$ cat config.mk
export PLATFORM = sky130hd
export DESIGN_NAME = ula_issue_flat
export DESIGN_NICKNAME = d
export VERILOG_FILES = /design/src/rtl/ula_issue_if.sv /design/src/rtl/ula_issue.sv /design/src/flat_wrapper.sv
export SDC_FILE = /design/constraint.sdc
export NUM_CORES = 1
export LEC_CHECK = 0
export CAP_MARGIN = 20
export CORE_ASPECT_RATIO = 2
export CORE_MARGIN = 2
export CORE_UTILIZATION = 45
export CTS_CLUSTER_DIAMETER = 50
export DETAILED_ROUTE_END_ITERATION = 6
export MAX_ROUTING_LAYER = met4
export PLACE_DENSITY = 0.83
export SLEW_MARGIN = 20
export SYNTH_ARGS = -nofsm -noshare
export SYNTH_HDL_FRONTEND = slang
export SYNTH_SLANG_ARGS = --single-unit
$ cat constraint.sdc
create_clock -name clk -period 2.24 [get_ports clk]
set_input_delay 0.224 -clock clk [delete_from_list [all_inputs] [get_ports clk]]
set_output_delay 0.224 -clock clk [all_outputs]
set_load 0.01 [all_outputs]
$ cat src/rtl/ula_issue_if.sv
// ula_issue_if -- bundle of signals between decode, the ALU issue stage and EX.
//
// Handshake: a transfer happens on a rising clk edge where valid and ready are
// both 1. A producer holding valid keeps its payload stable until the transfer.
// in_ready does not depend on in_valid. out_valid does not depend on out_ready.
//
// Signals:
//   in_valid, in_ready          upstream handshake
//   alu_op, funct, alu_src      decode controls
//   rs_data, rt_data, imm16     operand sources
//   rd_in                       destination tag
//   flush                       synchronous kill of all held entries
//   out_valid, out_ready        downstream handshake
//   inputULA, a, b, rd_out      head entry presented to the ALU
//   illegal                     head entry has an undecodable operation
//
// Modports:
//   master  environment side (drives decode inputs and out_ready)
//   slave   the issue stage
interface ula_issue_if;
    logic        in_valid;
    logic        in_ready;
    logic [1:0]  alu_op;
    logic [5:0]  funct;
    logic        alu_src;
    logic [31:0] rs_data;
    logic [31:0] rt_data;
    logic [15:0] imm16;
    logic [4:0]  rd_in;
    logic        flush;
    logic        out_valid;
    logic        out_ready;
    logic [3:0]  inputULA;
    logic [31:0] a;
    logic [31:0] b;
    logic [4:0]  rd_out;
    logic        illegal;

    modport master (
        output in_valid, alu_op, funct, alu_src, rs_data, rt_data, imm16,
               rd_in, flush, out_ready,
        input  in_ready, out_valid, inputULA, a, b, rd_out, illegal
    );

    modport slave (
        input  in_valid, alu_op, funct, alu_src, rs_data, rt_data, imm16,
               rd_in, flush, out_ready,
        output in_ready, out_valid, inputULA, a, b, rd_out, illegal
    );
endinterface

$ cat src/rtl/ula_issue.sv
// ula_issue -- ALU issue stage: decodes ALU control at accept and holds up to
// two instructions in a skid buffer (head + skid) in front of the ALU.
//
// Ports:
//   clk        single clock, rising edge
//   rst_n      asynchronous active-low reset
//   bus        ula_issue_if.slave (handshakes, decode inputs, head outputs)
//   dbg_state  current buffer state (0 EMPTY, 1 ONE, 2 FULL)
//
// All outputs come straight from flops: the head entry register, and
// in_ready/out_valid flops loaded from the next state.
module ula_issue (
    input  logic        clk,
    input  logic        rst_n,
    ula_issue_if.slave  bus,
    output logic [1:0]  dbg_state
);
    localparam logic [1:0] S_EMPTY = 2'd0;
    localparam logic [1:0] S_ONE   = 2'd1;
    localparam logic [1:0] S_FULL  = 2'd2;

    typedef struct packed {
        logic [3:0]  code;
        logic        ill;
        logic [31:0] a;
        logic [31:0] b;
        logic [4:0]  rd;
    } entry_t;

    localparam entry_t ENTRY_RST = '{code: 4'b1111, ill: 1'b0, a: 32'd0,
                                     b: 32'd0, rd: 5'd0};

    logic [1:0] state, next_state;
    logic       in_ready_q, out_valid_q;
    entry_t     head_q, skid_q, new_entry;
    logic       accept, consume;
    logic       load_head, head_from_skid, load_skid;

    assign accept  = bus.in_valid & in_ready_q;
    assign consume = out_valid_q & bus.out_ready;

    // Decode of the offered instruction; stored with the entry at accept.
    always_comb begin
        new_entry.code = 4'b1111;
        new_entry.ill  = 1'b1;
        new_entry.a    = bus.rs_data;
        new_entry.b    = bus.alu_src ? {{16{bus.imm16[15]}}, bus.imm16} : bus.rt_data;
        new_entry.rd   = bus.rd_in;
        case (bus.alu_op)
            2'b00: begin new_entry.code = 4'b0010; new_entry.ill = 1'b0; end
            2'b01: begin new_entry.code = 4'b0110; new_entry.ill = 1'b0; end
            2'b10: begin
                new_entry.ill = 1'b0;
                case (bus.funct)
                    6'b100000: new_entry.code = 4'b0010;
                    6'b100010: new_entry.code = 4'b0110;
                    6'b100100: new_entry.code = 4'b0000;
                    6'b100101: new_entry.code = 4'b0001;
                    6'b101010: new_entry.code = 4'b0111;
                    default: begin
                        new_entry.code = 4'b1111;
                        new_entry.ill  = 1'b1;
                    end
                endcase
            end
            default: begin new_entry.code = 4'b1111; new_entry.ill = 1'b1; end
        endcase
    end

    // State register
    always_ff @(posedge clk or negedge rst_n) begin
        if (!rst_n) state <= S_EMPTY;
        else        state <= next_state;
    end

    // Next-state logic; flush wins over any accept/consume in the same cycle.
    always_comb begin
        next_state = state;
        if (bus.flush) begin
            next_state = S_EMPTY;
        end else begin
            case (state)
                S_EMPTY: if (accept) next_state = S_ONE;
                S_ONE: begin
                    if (accept && !consume)      next_state = S_FULL;
                    else if (consume && !accept) next_state = S_EMPTY;
                end
                S_FULL:  if (consume) next_state = S_ONE;
                default: next_state = S_EMPTY;
            endcase
        end
    end

    // Output/control logic: which entry registers load this cycle.
    always_comb begin
        load_head      = 1'b0;
        head_from_skid = 1'b0;
        load_skid      = 1'b0;
        if (!bus.flush) begin
            case (state)
                S_EMPTY: load_head = accept;
                S_ONE: begin
                    if (accept && consume) load_head = 1'b1;
                    else if (accept)       load_skid = 1'b1;
                end
                S_FULL: begin
                    if (consume) begin
                        load_head      = 1'b1;
                        head_from_skid = 1'b1;
                    end
                end
                default: ;
            endcase
        end
    end

    always_ff @(posedge clk or negedge rst_n) begin
        if (!rst_n) begin
            head_q      <= ENTRY_RST;
            skid_q      <= ENTRY_RST;
            in_ready_q  <= 1'b1;
            out_valid_q <= 1'b0;
        end else begin
            if (load_head) head_q <= head_from_skid ? skid_q : new_entry;
            if (load_skid) skid_q <= new_entry;
            in_ready_q  <= (next_state != S_FULL);
            out_valid_q <= (next_state != S_EMPTY);
        end
    end

    assign bus.in_ready  = in_ready_q;
    assign bus.out_valid = out_valid_q;
    assign bus.inputULA  = head_q.code;
    assign bus.illegal   = head_q.ill;
    assign bus.a         = head_q.a;
    assign bus.b         = head_q.b;
    assign bus.rd_out    = head_q.rd;
    assign dbg_state     = state;
endmodule

$ cat src/flat_wrapper.sv
// flat-port wrapper written by rule: the top's interface ports become plain ports
module ula_issue_flat 
  (clk, rst_n, dbg_state, bus_in_valid, bus_alu_op, bus_funct, bus_alu_src, bus_rs_data, bus_rt_data, bus_imm16, bus_rd_in, bus_flush, bus_out_ready, bus_in_ready, bus_out_valid, bus_inputULA, bus_a, bus_b, bus_rd_out, bus_illegal);
  ula_issue_if bus_i ();
  input  logic clk;
  input  logic rst_n;
  output logic [1:0] dbg_state;
  input wire logic [$bits(bus_i.in_valid)-1:0] bus_in_valid;
  input wire logic [$bits(bus_i.alu_op)-1:0] bus_alu_op;
  input wire logic [$bits(bus_i.funct)-1:0] bus_funct;
  input wire logic [$bits(bus_i.alu_src)-1:0] bus_alu_src;
  input wire logic [$bits(bus_i.rs_data)-1:0] bus_rs_data;
  input wire logic [$bits(bus_i.rt_data)-1:0] bus_rt_data;
  input wire logic [$bits(bus_i.imm16)-1:0] bus_imm16;
  input wire logic [$bits(bus_i.rd_in)-1:0] bus_rd_in;
  input wire logic [$bits(bus_i.flush)-1:0] bus_flush;
  input wire logic [$bits(bus_i.out_ready)-1:0] bus_out_ready;
  output wire logic [$bits(bus_i.in_ready)-1:0] bus_in_ready;
  output wire logic [$bits(bus_i.out_valid)-1:0] bus_out_valid;
  output wire logic [$bits(bus_i.inputULA)-1:0] bus_inputULA;
  output wire logic [$bits(bus_i.a)-1:0] bus_a;
  output wire logic [$bits(bus_i.b)-1:0] bus_b;
  output wire logic [$bits(bus_i.rd_out)-1:0] bus_rd_out;
  output wire logic [$bits(bus_i.illegal)-1:0] bus_illegal;
  assign bus_i.in_valid = bus_in_valid;
  assign bus_i.alu_op = bus_alu_op;
  assign bus_i.funct = bus_funct;
  assign bus_i.alu_src = bus_alu_src;
  assign bus_i.rs_data = bus_rs_data;
  assign bus_i.rt_data = bus_rt_data;
  assign bus_i.imm16 = bus_imm16;
  assign bus_i.rd_in = bus_rd_in;
  assign bus_i.flush = bus_flush;
  assign bus_i.out_ready = bus_out_ready;
  assign bus_in_ready = bus_i.in_ready;
  assign bus_out_valid = bus_i.out_valid;
  assign bus_inputULA = bus_i.inputULA;
  assign bus_a = bus_i.a;
  assign bus_b = bus_i.b;
  assign bus_rd_out = bus_i.rd_out;
  assign bus_illegal = bus_i.illegal;
  ula_issue u_core (.clk(clk), .rst_n(rst_n), .bus(bus_i), .dbg_state(dbg_state));
endmodule
==> results.sh <==
export IMPL_nets=902
export IMPL_cts_root_buffer="clkbuf_16"
export IMPL_synth_top_family_by_area="compound AO/OA/AOI/OAI gates"
export IMPL_grt_pass1_wl_mm=27.0
export IMPL_vias_per_cell=5.21
export IMPL_finalMaxSlewViolations=0
export IMPL_skew_ns=0.0121
export IMPL_share_seq_of_total_power_pct=44.3
export IMPL_dieWidth_um=88.3
export IMPL_final_area_mm2=0.00905
export IMPL_synth_compound_area_share_pct=17.7
export IMPL_critPathKind="reg -> reg"
export IMPL_setup_tns_ns=0
export IMPL_htree_levels=4
export IMPL_clkSinkCount=152
export IMPL_drcViolationCount=0
export IMPL_status="completed"
export IMPL_wirelength_mm=16.5
export IMPL_avgSynthCellArea_um2=10.1
export IMPL_max_slew_margin_pct=66.4
export IMPL_p_leak_nw=4.10
export IMPL_ant_nets=0
export IMPL_clk_path_buf_depth=2
export IMPL_start_util_pct=46.1
export IMPL_cts_buffers=17
export IMPL_n_antenna_cell=0
export IMPL_cp_max_fo=20
export IMPL_drt_initial_drc_count=300
export IMPL_grt_overflow=0
export IMPL_synth_area_mm2=0.00640
export IMPL_synthSimpleGateAreaFrac_pct=14.5
export IMPL_cts_setup_buffers=0
export IMPL_start_kind="register"
export IMPL_post_route_min_period_ns=1.89
export IMPL_grt_use_total_pct=23.2
export IMPL_fin_crit_sh_pct=84.2
export IMPL_synth_flop_cell="dfrtp_1"
export IMPL_synth_xor_area_share_pct=0
export IMPL_cts_tree="yes"
export IMPL_core_area_mm2=0.0139
export IMPL_die_h_um=173
export IMPL_first_pass_iters=4
export IMPL_p_int_w=0.00692
export IMPL_required_ns=2.58
export IMPL_syn_inst=634
export IMPL_final_common_cell="clkdlybuf4s50_1"
export IMPL_synth_area_leaders="dfrtp_1 (56%), nand2_1 (8.9%), o221a_2 (5.5%), dfstp_2 (3.7%), o22ai_1 (3.6%)"
export IMPL_synth_cell_type_count=36
export IMPL_dieArea_mm2=0.0152
export IMPL_placed_area_mm2=0.00844
export IMPL_grt_pass1_vias=5416
export IMPL_clk_latency_ns=0.41
export IMPL_synth_top_area_share_pct=55.9
export IMPL_num_rows=61
export IMPL_clockPowerShare_pct=30.1
export IMPL_finalSetupViolCount=0
export IMPL_hold_viol=0
export IMPL_layout_drive_gt1_share_pct=12.4
export IMPL_rsz0062_at_grt="no"
export IMPL_worstHoldPathType="in -> async"
export IMPL_gp_congestion=0.852
export IMPL_dp_hpwl_mm=11.5
export IMPL_ctsHoldBuffers=1
export IMPL_num_io_pins=177
export IMPL_grt_max_degree=54
export IMPL_peakVddDrop_mv=0.562
export IMPL_power_frac_comb_pct=25.7
export IMPL_switchingPower_w=0.00280
export IMPL_muxShareOfSynthArea_pct=2.82
export IMPL_maxCapViolCount=0
export IMPL_wire_per_inst_um=16.4
export IMPL_yosysSeqAreaShare_pct=59.6
export IMPL_ys_warn_count=0
export IMPL_worstSetupEndpointType="register"
export IMPL_ctsResizeCount=0
export IMPL_ys_async_sr_fraction_pct=100
export IMPL_switching_share_pct=28.8
export IMPL_final_cell_mix="clkdlybuf4s50_1 (175), nand2_1 (149), dfrtp_1 (143), a21oi_1 (40), inv_1 (40)"
export IMPL_via_count=5233
export IMPL_synth_top_area_cell="dfrtp_1"
export IMPL_synth_fp_nets=733
export IMPL_r2r_slack_ns=0.35
export IMPL_synth_edf_count=0
export IMPL_max_freq_mhz=530
export IMPL_critPathArrivalTime_ns=2.22
export IMPL_power_density_mw_per_mm2=1070
export IMPL_ys_ff_latch=152
export IMPL_cts_reportedPaths_clkPinSlew_ns=0.06
export IMPL_numPortBuffers=176
export IMPL_synthAdderAreaFrac_pct=0
export IMPL_area_delta_synth_final_pct=41.5
export IMPL_utilization_pct=65.2
export IMPL_antenna_found_initial=0
export IMPL_worst_pin_slew_ns=0.504
flip-flops by register name, summed over array words and instances, names as in the netlist:
register              count
u_core.bus.b             32
u_core.bus.in_ready       1
u_core.bus.rd_out         5
u_core.skid_q            74
u_core.bus.illegal        1
u_core.bus.a             32
u_core.dbg_state          2
u_core.bus.out_valid      1
u_core.bus.inputULA       4
logic make-up (layout without fill, tap and decap cells):
family / after synthesis / count (layout)
buffers and inverters: 86 / 268
flip-flops: 152 / 152
AND/OR/NAND/NOR: 216 / 216
multiplexers: 18 / 18
AO/OA/AOI/OAI: 162 / 162
worst max-delay path, stage by stage (launching register included):
cell and delay [ns]:
dfrtp_1 0.49, a21boi_0 0.44, and2_2 0.41, buf_4 0.31, nand2_1 0.08, nand2_1 0.08
layer usage:
layer	vias up	global-route usage, %	routed length (um)
li1	2529	-	-
met3	23	3.48	466
met2	141	39.8	9140
met5	-	-	0
met1	2540	26.4	6420
met4	0	9.41	444
path summary, 6_finish.rpt:
path | startpoint | end | depth (start not counted)
setup / recovery | u_core.dbg_state[0]$_DFF_PN0_ | u_core.skid_q[51]$_DFFE_PN0P_ | 5
hold / removal | rst_n | u_core.bus.b[23]$_DFFE_PN0P_ | 2
setup reg to reg | u_core.dbg_state[0]$_DFF_PN0_ | u_core.skid_q[51]$_DFFE_PN0P_ | 5
hold reg to reg | u_core.skid_q[57]$_DFFE_PN0P_ | u_core.skid_q[57]$_DFFE_PN0P_ | 2
max in group asynchronous | rst_n | u_core.skid_q[72]$_DFFE_PN1P_ | 3
min in group clk | bus_rs_data[1] | u_core.skid_q[38]$_DFFE_PN0P_ | 3
through the flow:
step | std cells | power, W | hold WS [ns] | setup WS [ns]
floorplan | 634 | 0.00541 | -0.0716 | 0.598
global placement | 972 | 0.00672 | 0.206 | 0.165
detailed placement | 972 | 0.00685 | 0.205 | 0.157
CTS | 1005 | 0.00982 | 0.332 | 0.296
global route | 1005 | 0.0103 | 0.367 | 0.236
finish | 1005 | 0.00972 | 0.324 | 0.355
cell usage after synthesis (9+ instances only):
cell	count
a21oi_1	40
a31oi_1	16
buf_2	15
clkbuf_1	28
dfrtp_1	143
dfstp_2	9
inv_1	40
mux2i_1	18
nand2_1	151
nand2b_1	16
nand3_1	16
nor2_1	19
o21ai_0	22
o221a_2	31
o22ai_1	37
layout make-up:
class / instances / area, um2
Fill cell: 1105 / 4840
Clock inverter: 13 / 168
Timing Repair Buffer: 196 / 2000
Clock buffer: 19 / 433
Tap cell: 189 / 236
Sequential cell: 152 / 3810
Inverter: 40 / 150
Multi-Input combinational cell: 396 / 2250
power by group through the flow:
stage               sequential [W]  combinational, W  clock (W)
floorplan                  0.00440           0.00101          0
global placement           0.00428           0.00244          0
detailed placement         0.00433           0.00252          0
CTS                        0.00430           0.00253    0.00299
global route               0.00442           0.00276    0.00310
finish                     0.00430           0.00250    0.00292
Note: power is estimated with default switching activity, not from simulation.
